## src/rtl/usbphy_cfg_pkg.sv

```systemverilog
// -----------------------------------------------------------------------------
// usbphy_cfg_pkg
// Shared definitions for the USB PHY APB configuration master:
//   - state_t                : master FSM states
//   - APB_AW / APB_DW        : APB address / data widths
//   - DEFAULT_TIMEOUT_CYCLES : default bound on ACCESS-phase wait for pready
// -----------------------------------------------------------------------------
package usbphy_cfg_pkg;

   localparam int APB_AW                 = 32;
   localparam int APB_DW                 = 32;
   localparam int DEFAULT_TIMEOUT_CYCLES = 256;

   typedef enum logic [1:0] {
      IDLE   = 2'd0,
      SETUP  = 2'd1,
      ACCESS = 2'd2,
      RESP   = 2'd3
   } state_t;

endpackage : usbphy_cfg_pkg

```

## src/rtl/usbphy_apb_cfg_master.sv

```systemverilog
// -----------------------------------------------------------------------------
// usbphy_apb_cfg_master
// Turns a command/response stream into single APB transfers on the USB PHY
// configuration port. One command is outstanding at a time. A bounded wait
// on pready keeps a hung PHY from stalling the management path.
//
// Handshakes: a transfer happens on a cycle where valid and ready are both 1
// at the rising edge of pclk. The producer keeps valid and its payload stable
// until that edge; ready does not depend on valid.
//
// Ports:
//   pclk, reset                     clock, async active-high reset
//   cmd_valid/cmd_ready             command handshake
//   cmd_write, cmd_addr, cmd_wdata  command payload
//   rsp_valid/rsp_ready             response handshake
//   rsp_rdata, rsp_err              response payload (rdata 0 on write/error)
//   psel, penable, pwrite,
//   paddr, pwdata                   APB requester outputs (all registered)
//   prdata, pready                  APB completer inputs
//
// Parameter:
//   TIMEOUT_CYCLES  ACCESS cycles allowed before aborting; 0 waits forever.
// -----------------------------------------------------------------------------
module usbphy_apb_cfg_master
   import usbphy_cfg_pkg::*;
#(
   parameter int TIMEOUT_CYCLES = DEFAULT_TIMEOUT_CYCLES
) (
   input  logic              pclk,
   input  logic              reset,
   input  logic              cmd_valid,
   output logic              cmd_ready,
   input  logic              cmd_write,
   input  logic [APB_AW-1:0] cmd_addr,
   input  logic [APB_DW-1:0] cmd_wdata,
   output logic              rsp_valid,
   input  logic              rsp_ready,
   output logic [APB_DW-1:0] rsp_rdata,
   output logic              rsp_err,
   output logic              psel,
   output logic              penable,
   output logic              pwrite,
   output logic [APB_AW-1:0] paddr,
   output logic [APB_DW-1:0] pwdata,
   input  logic [APB_DW-1:0] prdata,
   input  logic              pready
);

   // A zero timeout still needs a 1-bit counter to keep the declaration legal;
   // the compare below is disabled in that case.
   localparam int CW = (TIMEOUT_CYCLES > 0) ? $clog2(TIMEOUT_CYCLES + 1) : 1;
   localparam logic [CW-1:0] CNT_LAST =
      CW'((TIMEOUT_CYCLES > 0) ? (TIMEOUT_CYCLES - 1) : 0);

   state_t          state_q, state_d;
   logic [CW-1:0]   cnt_q;
   logic            timeout_hit;

   // Count reaches TIMEOUT_CYCLES-1 on the TIMEOUT_CYCLES-th ACCESS cycle.
   assign timeout_hit = (TIMEOUT_CYCLES != 0) && (cnt_q == CNT_LAST);

   assign cmd_ready = (state_q == IDLE);

   // -------------------------------------------------------------------------
   // FSM state register
   // -------------------------------------------------------------------------
   always_ff @(posedge pclk or posedge reset) begin
      if (reset) state_q <= IDLE;
      else       state_q <= state_d;
   end

   // -------------------------------------------------------------------------
   // FSM next state
   // -------------------------------------------------------------------------
   always_comb begin
      state_d = state_q;
      case (state_q)
         IDLE:    if (cmd_valid)                state_d = SETUP;
         SETUP:                                 state_d = ACCESS;
         ACCESS:  if (pready || timeout_hit)    state_d = RESP;
         RESP:    if (rsp_ready)                state_d = IDLE;
         default:                               state_d = IDLE;
      endcase
   end

   // -------------------------------------------------------------------------
   // Registered APB and response outputs, timeout counter
   // -------------------------------------------------------------------------
   always_ff @(posedge pclk or posedge reset) begin
      if (reset) begin
         psel      <= 1'b0;
         penable   <= 1'b0;
         pwrite    <= 1'b0;
         paddr     <= '0;
         pwdata    <= '0;
         rsp_valid <= 1'b0;
         rsp_rdata <= '0;
         rsp_err   <= 1'b0;
         cnt_q     <= '0;
      end else begin
         case (state_q)
            IDLE: begin
               if (cmd_valid) begin
                  pwrite <= cmd_write;
                  paddr  <= cmd_addr;
                  pwdata <= cmd_wdata;
                  psel   <= 1'b1;
               end
            end
            SETUP: begin
               penable <= 1'b1;
               cnt_q   <= '0;
            end
            ACCESS: begin
               // pready takes priority over a coincident timeout.
               if (pready) begin
                  psel      <= 1'b0;
                  penable   <= 1'b0;
                  rsp_valid <= 1'b1;
                  rsp_err   <= 1'b0;
                  rsp_rdata <= pwrite ? '0 : prdata;
               end else if (timeout_hit) begin
                  psel      <= 1'b0;
                  penable   <= 1'b0;
                  rsp_valid <= 1'b1;
                  rsp_err   <= 1'b1;
                  rsp_rdata <= '0;
               end else if (TIMEOUT_CYCLES != 0) begin
                  cnt_q <= cnt_q + CW'(1);
               end
            end
            RESP: begin
               if (rsp_ready) rsp_valid <= 1'b0;
            end
            default: ;
         endcase
      end
   end

endmodule : usbphy_apb_cfg_master
```

## config.mk

```make
export PLATFORM = sky130hd
export DESIGN_NAME = usbphy_apb_cfg_master
export DESIGN_NICKNAME = d
export VERILOG_FILES = /design/src/rtl/usbphy_cfg_pkg.sv /design/src/rtl/usbphy_apb_cfg_master.sv
export SDC_FILE = /design/constraint.sdc
export NUM_CORES = 1
export LEC_CHECK = 0
export BUFFER_PORTS_ARGS = -buffer_cell sky130_fd_sc_hd__buf_2
export CORE_ASPECT_RATIO = 1.25
export CORE_UTILIZATION = 44
export DETAILED_ROUTE_END_ITERATION = 8
export PLACE_DENSITY = 0.79
export SETUP_SLACK_MARGIN = 0.2
export SLEW_MARGIN = 20
export SYNTH_ARGS = -nofsm -noshare
export SYNTH_HDL_FRONTEND = slang
export SYNTH_SLANG_ARGS = --single-unit
```

## constraint.sdc

```tcl
create_clock -name pclk -period 10 [get_ports pclk]
set_clock_uncertainty 0.05 [all_clocks]
set_input_delay 1.5 -clock pclk [delete_from_list [all_inputs] [get_ports pclk]]
set_output_delay 1.5 -clock pclk [all_outputs]
set_load 0.005 [all_outputs]
```

==> results.cfg <==
[setup_path]
reg2reg_depth = 7
r2r_end = cnt_q[3]$_DFFE_PP0P_
arrival_ns = 1.24
timing.rr.start = cnt_q[0]$_DFFE_PP0P_
r2r_slack_ns = 7.74
crit_type = reg -> out
critPathMaxFanout = 5
required_ns = 8.45
crit_path_start_kind = register
cp-end-kind = primary output

[synth]
avgSynthCellArea_sq_um = 12.2
synth_most_common_cell = dfrtp_1
async_reset_ff_share_pct = 100
ys_types = 33
synth_seq_cells = 112
syn_nets = 480
synth_top_area_share_pct = 61.8
yosysTopAreaCell = dfrtp_1
synth_top_flop_cell = dfrtp_1
synth_warnings = 0
netlist_area_sq_um = 4540
synthTopCellsByArea = dfrtp_1 62%, mux2_2 16%, nand2_1 6.3%
synth.top_cells.by_count = 112 x dfrtp_1, 76 x nand2_1, 65 x mux2_2
syn-instance-count = 373
synth_edf_count = 0
yosysSeqAreaShare_pct = 61.8

[routing]
vias = 3502
wirelength_um = 9780
drt_iter0_markers = 116
wl_per_cell_um = 14.0
drc = 0
dr.pass1.iters = 5
vias_per_cell = 5.00
ant_nets = 0

[placement]
dp_hpwl_um = 7180
routabilityCongestion = 0.838
portBuffers = 203
placed_area_sq_um = 5640

[power]
powerDensity_nw_per_um2 = 298
vdd_ir_drop_max_uv = 118
p_leak_uw = 0.00312
total_power_uw = 1770

[floorplan]
start_util_pct = 45.1
num_rows = 41
die_area_sq_um = 10700
die_w_um = 92.8
core_sq_um = 10100
dieHeight_um = 116
io_pins = 204

[status]
status = complete, no violations

[sta]
rsz0062_at_grt = false
max_freq_mhz = 359
finalMaxSlewViolations = 0
setup_viol = 0
fin_crit_ns = 2.79
finalCritPeriodShare_pct = 27.9
worstMarginPinSlew_ns = 0.892
fin_hold_ws_ns = 0.414
tns_ns = 0
hold_viol_final = 0
slew_headroom_pct = 40.5

[clock_tree]
clkLatencyLatePin_ns = 0.33
cts.htree.levels = 3
post_cts_buffers = 0
cts-root-buf = clkbuf_16
cts_made_buffers = 9
hold_buffers = 0
cts_sinks = 112
cts_tree = built
cts_resized = 0
path_clk_slew_ns = 0.07
clockBufferDepth = 2

[layout]
syn_to_final_growth_pct = 31.4
antenna_cells = 0
layout-drive-gt1-share_pct = 51.1
fin_area_sq_um = 5960
fillCellCount = 870
nets = 673

[min_path]
hold_class = reg -> reg
hold_path_startpoint = rsp_rdata[18]$_DFFE_PP0P_
min_to = rsp_rdata[18]$_DFFE_PP0P_
hold-path-cell-count = 2

[grt]
grt_pass1_wl_um = 15300
antenna_found_initial = 0
grt_pass1_vias = 3461
grt_max_degree = 73
track_usage_pct = 18.1
gr-total-overflow = 0

[flow_run]
cap_viol_max_count = 0
## worst max path at each step
| stage | cells past startpoint | to | start |
|---|---|---|---|
| finish | 3 | cmd_ready | state_q[0]$_DFFE_PP0P_ |
| global route | 4 | pwdata[16]$_DFFE_PP0P_ | cmd_valid |
| CTS | 3 | cmd_ready | state_q[0]$_DFFE_PP0P_ |
| detailed placement | 4 | pwdata[3]$_DFFE_PP0P_ | cmd_valid |
| global placement | 4 | pwdata[12]$_DFFE_PP0P_ | cmd_valid |
| floorplan | 1 | cnt_q[0]$_DFFE_PP0P_ | reset |
## where the power goes
part,switching (uW),internal [uW],total (uW)
combinational,307,337,644
clock,153,215,368
sequential,102,661,763
## placed cells by master (no fill, tap or decap), types with 2 or more instances in the layout
| cell type | netlist | routed |
|---|---|---|
| buf_2 | 8 | 203 |
| dfrtp_1 | 112 | 112 |
| nand2_1 | 76 | 75 |
| mux2_2 | 65 | 65 |
| nand3_1 | 40 | 40 |
| clkbuf_16 | 0 | 9 |
| o21ai_0 | 7 | 7 |
| or4_1 | 5 | 5 |
| inv_1 | 6 | 5 |
| ha_1 | 5 | 5 |
| nand4_1 | 3 | 3 |
| o311ai_0 | 3 | 3 |
| clkbuf_8 | 0 | 3 |
| o211ai_1 | 2 | 2 |
| nor2_1 | 2 | 2 |
| a21oi_1 | 2 | 2 |
| nor2b_1 | 3 | 2 |
| a22o_1 | 2 | 2 |
| a2bb2oi_1 | 2 | 2 |
| o2bb2ai_1 | 2 | 2 |
| buf_4 | 0 | 2 |
## registers in the layout, indices dropped and copies added, names as in the netlist
signal and flops:
state_q 2, psel 1, cnt_q 9, paddr 32
penable 1, rsp_err 1, pwdata 32, rsp_valid 1
pwrite 1, rsp_rdata 32
## stage by stage
| step | worst slack, ns | utilization, % | cells |
|---|---|---|---|
| final | 7.21 | 59.3 | 700 |
| after global routing | 7.13 | 59.3 | 700 |
| after CTS | 7.19 | 59.2 | 700 |
| after detailed placement | 6.84 | 56.0 | 684 |
| after global placement | 6.90 | 56.0 | 684 |
| after floorplan | 5.49 | - | 373 |
## cells by family after synthesis
logic type / count (synthesis) / share of synthesized area, %
AO/OA/AOI/OAI: 26 / 4.17
flip-flops: 112 / 61.8
multiplexers: 66 / 16.4
buffers and inverters: 30 / 3.03
AND/OR/NAND/NOR: 134 / 13.3
adder cells (fa/ha/maj): 5 / 1.38
## worst max-delay path, cell delays in order, from the launching register on
cell and delay (ns):
dfrtp_1 0.40, inv_1 0.09, ha_1 0.25, buf_2 0.16
## routing by layer
layer | wire length (um) | GRT usage, % | part of all wire [%] | vias to the layer above
met1 | 3790 | 19.9 | 39 | 1699
met4 | 274 | 8.82 | 2.8 | 0
met3 | 562 | 4.20 | 5.7 | 19
met2 | 5150 | 32.8 | 53 | 119
met5 | 0 | 0 | 0 | -
li1 | - | - | - | 1665
## area by class of cell
type	count	area (sq um)	area share, %
clock inverter	4	51.3	0.861
clock buffer	12	267	4.47
timing repair buffer	205	1030	17.3
multi-input combinational	231	1620	27.1
sequential	112	2800	47.0
tap	129	161	2.71
inverter	7	28.8	0.483
(Power assumes the default switching activity.)
